## src/rtl/mu0x_pkg.sv

```systemverilog
// Shared constants for the mu0x accumulator core: opcode encodings,
// control states and ALU modes.
package mu0x_pkg;

  localparam int OP_W = 4;

  localparam logic [OP_W-1:0] OP_LDA = 4'd0;
  localparam logic [OP_W-1:0] OP_STA = 4'd1;
  localparam logic [OP_W-1:0] OP_ADD = 4'd2;
  localparam logic [OP_W-1:0] OP_SUB = 4'd3;
  localparam logic [OP_W-1:0] OP_JMP = 4'd4;
  localparam logic [OP_W-1:0] OP_JGE = 4'd5;
  localparam logic [OP_W-1:0] OP_JNE = 4'd6;
  localparam logic [OP_W-1:0] OP_STP = 4'd7;

  typedef enum logic [1:0] {
    FETCH  = 2'd0,
    DECODE = 2'd1,
    EXEC   = 2'd2,
    HALT   = 2'd3
  } state_t;

  typedef enum logic [1:0] {
    ALU_PASS = 2'd0,
    ALU_ADD  = 2'd1,
    ALU_SUB  = 2'd2
  } alu_mode_t;

endpackage

```

## src/rtl/mu0x_alu.sv

```systemverilog
// Combinational accumulator datapath: pass-through of the memory operand,
// or modulo-2^DATA_W add/subtract against ACC.
module mu0x_alu
  import mu0x_pkg::*;
#(
  parameter int DATA_W = 16
) (
  input  alu_mode_t         mode,
  input  logic [DATA_W-1:0] a,
  input  logic [DATA_W-1:0] b,
  output logic [DATA_W-1:0] y
);

  always_comb begin
    y = b;
    unique case (mode)
      ALU_ADD: y = a + b;
      ALU_SUB: y = a - b;
      default: y = b;
    endcase
  end

endmodule

```

## src/rtl/mu0x_core.sv

```systemverilog
// MU0-style accumulator core with a req/ack memory port, wait-state tolerant
// FETCH/EXEC phases and a resumable HALT.
//
// state  | meaning
// FETCH  | read instruction at PC, wait for ack
// DECODE | branch resolution, no bus activity
// EXEC   | operand read or ACC write at S, wait for ack
// HALT   | idle until resume
module mu0x_core
  import mu0x_pkg::*;
#(
  parameter int                DATA_W   = 16,
  parameter int                ADDR_W   = DATA_W - 4,
  parameter logic [ADDR_W-1:0] RESET_PC = '0
) (
  input  logic              sysclk,
  input  logic              ext_reset,
  output logic              mem_req,
  output logic              mem_we,
  output logic [ADDR_W-1:0] mem_addr,
  output logic [DATA_W-1:0] mem_wdata,
  input  logic [DATA_W-1:0] mem_rdata,
  input  logic              mem_ack,
  input  logic              resume,
  output logic              halted,
  output logic [ADDR_W-1:0] pc_out,
  output logic [DATA_W-1:0] acc_out
);

  if (DATA_W < 8) begin : g_chk_data
    $error("mu0x_core: DATA_W must be at least 8");
  end
  if (ADDR_W > DATA_W - 4) begin : g_chk_addr
    $error("mu0x_core: ADDR_W must not exceed DATA_W-4");
  end

  state_t            state;
  logic [ADDR_W-1:0] pc;
  logic [DATA_W-1:0] acc;
  logic [DATA_W-1:0] ir;
  logic [OP_W-1:0]   opcode;
  logic [ADDR_W-1:0] s_field;
  alu_mode_t         alu_mode;
  logic [DATA_W-1:0] alu_y;

  assign opcode  = ir[DATA_W-1 -: OP_W];
  assign s_field = ir[ADDR_W-1:0];

  always_comb begin
    alu_mode = ALU_PASS;
    if (opcode == OP_ADD) alu_mode = ALU_ADD;
    else if (opcode == OP_SUB) alu_mode = ALU_SUB;
  end

  mu0x_alu #(.DATA_W(DATA_W)) u_alu (
    .mode (alu_mode),
    .a    (acc),
    .b    (mem_rdata),
    .y    (alu_y)
  );

  // Bus outputs come from state and IR only; reset masks req so a pending
  // request is dropped in the reset cycle itself.
  assign mem_req   = !ext_reset && (state == FETCH || state == EXEC);
  assign mem_we    = (state == EXEC) && (opcode == OP_STA);
  assign mem_addr  = (state == EXEC) ? s_field : pc;
  assign mem_wdata = acc;
  assign halted    = !ext_reset && (state == HALT);
  assign pc_out    = pc;
  assign acc_out   = acc;

  always_ff @(posedge sysclk) begin
    if (ext_reset) begin
      state <= FETCH;
      pc    <= RESET_PC;
      acc   <= '0;
      ir    <= '0;
    end else begin
      unique case (state)
        FETCH: begin
          if (mem_ack) begin
            ir    <= mem_rdata;
            pc    <= pc + 1'b1;
            state <= DECODE;
          end
        end
        DECODE: begin
          state <= FETCH;
          unique case (opcode)
            OP_LDA, OP_STA, OP_ADD, OP_SUB: state <= EXEC;
            OP_JMP: pc <= s_field;
            OP_JGE: if (!acc[DATA_W-1]) pc <= s_field;
            OP_JNE: if (acc != '0) pc <= s_field;
            OP_STP: state <= HALT;
            default: ;
          endcase
        end
        EXEC: begin
          if (mem_ack) begin
            if (opcode != OP_STA) acc <= alu_y;
            state <= FETCH;
          end
        end
        HALT: begin
          if (resume) state <= FETCH;
        end
        default: state <= FETCH;
      endcase
    end
  end

endmodule

```

## config.mk

```make
export PLATFORM = sky130hd
export DESIGN_NAME = mu0x_core
export DESIGN_NICKNAME = d
export VERILOG_FILES = /design/src/rtl/mu0x_pkg.sv /design/src/rtl/mu0x_alu.sv /design/src/rtl/mu0x_core.sv
export SDC_FILE = /design/constraint.sdc
export NUM_CORES = 1
export LEC_CHECK = 0
export ABC_AREA = 1
export BUFFER_PORTS_ARGS = -buffer_cell sky130_fd_sc_hd__buf_2
export CORE_MARGIN = 2
export CORE_UTILIZATION = 57
export CTS_BUF_LIST = sky130_fd_sc_hd__clkbuf_8
export DETAILED_ROUTE_END_ITERATION = 8
export GPL_TIMING_DRIVEN = 1
export HOLD_SLACK_MARGIN = 0.06
export PLACE_DENSITY = 0.91
export REMOVE_ABC_BUFFERS = 1
export SYNTH_ARGS = -nofsm -noshare
export SYNTH_HDL_FRONTEND = slang
export SYNTH_SLANG_ARGS = --single-unit
```

## constraint.sdc

```tcl
create_clock -name sysclk -period 3 [get_ports sysclk]
set_input_delay 0.15 -clock sysclk [delete_from_list [all_inputs] [get_ports sysclk]]
set_output_delay 0.15 -clock sysclk [all_outputs]
set_load 0.03 [all_outputs]
```

==> impl_metrics.yaml <==
status:
  status: "completed"
critical_path:
  required_ns: 3.24
  cp-start-kind: "flop"
  critPathKind: "reg -> reg"
  worstPathArrival_ns: 2.92
  critical_path_peak_fanout: 11
  endpoint_kind: "flop"
timing:
  final_max_slew_viol_count: 0
  slew_headroom: 0.447
  hold_slack_ns: 0.149
  fin_crit_sh: 0.893
  hold_viol: 0
  setup_viol: 0
  tightest_slew_ns: 0.829
  final.setup_skew_ns: 0.00350
  period_needed_ns: 2.68
  rsz0062_at_grt: "false"
  fin_tns_setup_ns: 0
  fmax_mhz: 373
floorplan:
  start_util: 0.584
  fp-row-count: 29
  die_y_um: 84.2
  fp.coreArea_um2: 6280
  chipWidth_um: 84.2
  boundaryPins: 79
  die_area_um2: 7090
layout:
  diodes: 0
  postLayoutCellArea_um2: 4080
  drive_above_1_share: 0.161
  final_util: 0.650
  final_net_count: 690
  area_growth_pct: 11.2
clock_tree:
  clock_latency_ns: 0.30
  cts_inserted_buffers: 5
  cts-hold-fix-buffers: 0
  cts_buffer_depth: 2
  clockRootBuffer: "clkbuf_8"
  htreeDepth: 2
  path_clk_slew_ns: 0.09
  cts_tree: "built"
  cts_sinks: 46
yosys:
  synth_warnings: 0
  synth.distinct_cells: 36
  syn-cell-area_um2: 3670
  yosys.area.top_type: "dfxtp_1"
  seq_area_frac_synth: 0.251
  synth-seq-cells: 46
  ys_top_cells_by_area: "dfxtp_1 25%, nand2_1 15%, a21oi_1 8.5%"
  synthCells: 600
  synth_top_area_share: 0.251
  syn_avg_cell_area_um2: 6.11
detailed_routing:
  ant_nets: 0
  vias_per_cell: 5.67
  drt-initial-drc-count: 276
  drc_errors: 0
  finalWirelength_um: 9980
  dr.pass1.iters: 5
  vias: 4139
  post_drt_wl_per_cell_um: 13.7
grt:
  grt_start_max_net_pins: 33
  grtUsageTotal: 0.280
  overflow: 0
  grt_pass1_vias: 3744
  antenna_found_initial: 0
  grt_pass1_wl_um: 16600
placement:
  port_buffers: 78
  hpwl_um: 7530
  dpl_cell_area_um2: 3960
  gp_congestion: 0.978
pwr:
  power_w: 0.00166
  vdd_drop_max_mv: 0.199
  p_leak_nw: 2.09
  powerDensity_nw_per_um2: 408
min_path:
  hold_path.class: "in -> reg"
run:
  timing.max_cap.violations: 0
-- critical path: stages (launching register included) --
cell	delay, ns
dfxtp_1	0.40
nor2_2	0.09
nand2_2	0.18
inv_2	0.10
or2_2	0.29
xor2_1	0.16
inv_1	0.06
ha_1	0.37
nand2_1	0.11
nor2_1	0.11
nand3_1	0.08
nand2_1	0.17
nand2_1	0.10
a21o_1	0.16
nand3_1	0.06
nand2_1	0.06
a21oi_1	0.12
-- final timing paths --
kind                                    start  slack, ns  cells after the start          end
worst min-delay path            mem_rdata[10]       0.15                      3       ir[10]
worst max-delay path                   ir[15]       0.32                     16  acc_out[11]
worst min register to register          ir[0]       0.47                      2        ir[0]
worst max register to register         ir[15]       0.32                     16  acc_out[11]
-- Yosys cell counts (all sizes together) --
library cell  count
nand2           143
inv              75
o21ai            68
nor2             66
a21oi            63
dfxtp            46
nand3            33
buf              22
ha               17
xor2             14
clkbuf           12
nor3              9
nand4             6
or2               5
a211oi            4
a31oi             4
xnor2             4
a21o              1
and3              1
fa                1
nand3b            1
nor3b             1
o21a              1
o21bai            1
o22ai             1
o31ai             1
-- state kept, by name (all words and copies together), names as in the netlist --
signal   cells
ir          16
state        2
pc_out      12
acc_out     16
-- cell families (layout without fill, tap and decap cells) --
| family | after synthesis | count (layout) | share of synthesized area |
|---|---|---|---|
| AO/OA/AOI/OAI | 144 | 144 | 0.205 |
| XOR/XNOR | 18 | 18 | 0.0430 |
| adder cells (fa/ha/maj) | 18 | 18 | 0.0634 |
| buffers and inverters | 109 | 162 | 0.131 |
| flip-flops | 46 | 46 | 0.251 |
| AND/OR/NAND/NOR | 265 | 265 | 0.307 |
-- layout make-up --
class	instances	area [um^2]
multi-input combinational	445	2270
fill	588	2200
sequential	46	921
timing repair buffer	79	398
inverter	75	282
tap	77	96.3
clock buffer	5	68.8
clock inverter	3	41.3
-- metal layers --
metal | vias to the layer above | wire, um | track usage
met5 | - | 0 | 0
met4 | 0 | 330 | 0.130
met3 | 31 | 788 | 0.0423
met2 | 184 | 4660 | 0.468
met1 | 1884 | 4200 | 0.354
li1 | 2040 | - | -
-- power breakdown --
group	switching (W)	leakage, nW	internal (W)	total (W)
sequential	0.0000396	0.377	0.000650	0.000689
clock	0.000227	0.0556	0.000246	0.000473
combinational	0.000350	1.65	0.000152	0.000502
-- through the flow --
step	setup WS, ns	std cells
global placement	0.222	722
floorplan	0.661	566
finish	0.322	730
CTS	0.204	730
detailed placement	0.172	722
global route	0.0223	730
-- placed cells by master, fill, tap and decap left out, types with 4 or more instances in the layout --
master,n
a211oi_1,4
buf_2,78
o21ai_0,57
o21ai_1,11
or2_2,5
a31oi_1,4
nand2_1,141
xor2_1,14
nor2_1,63
xnor2_1,4
a21oi_1,62
dfxtp_1,46
nand3_1,32
nor3_1,8
ha_1,17
clkbuf_8,5
inv_2,6
inv_1,70
nand4_1,6
-- timing repair --
action                     in CTS  in global routing
gates resized for setup         0                  2
setup endpoints to repair       0                  7
buffers inserted                0                  0
Power figures use the tool's default switching activity.
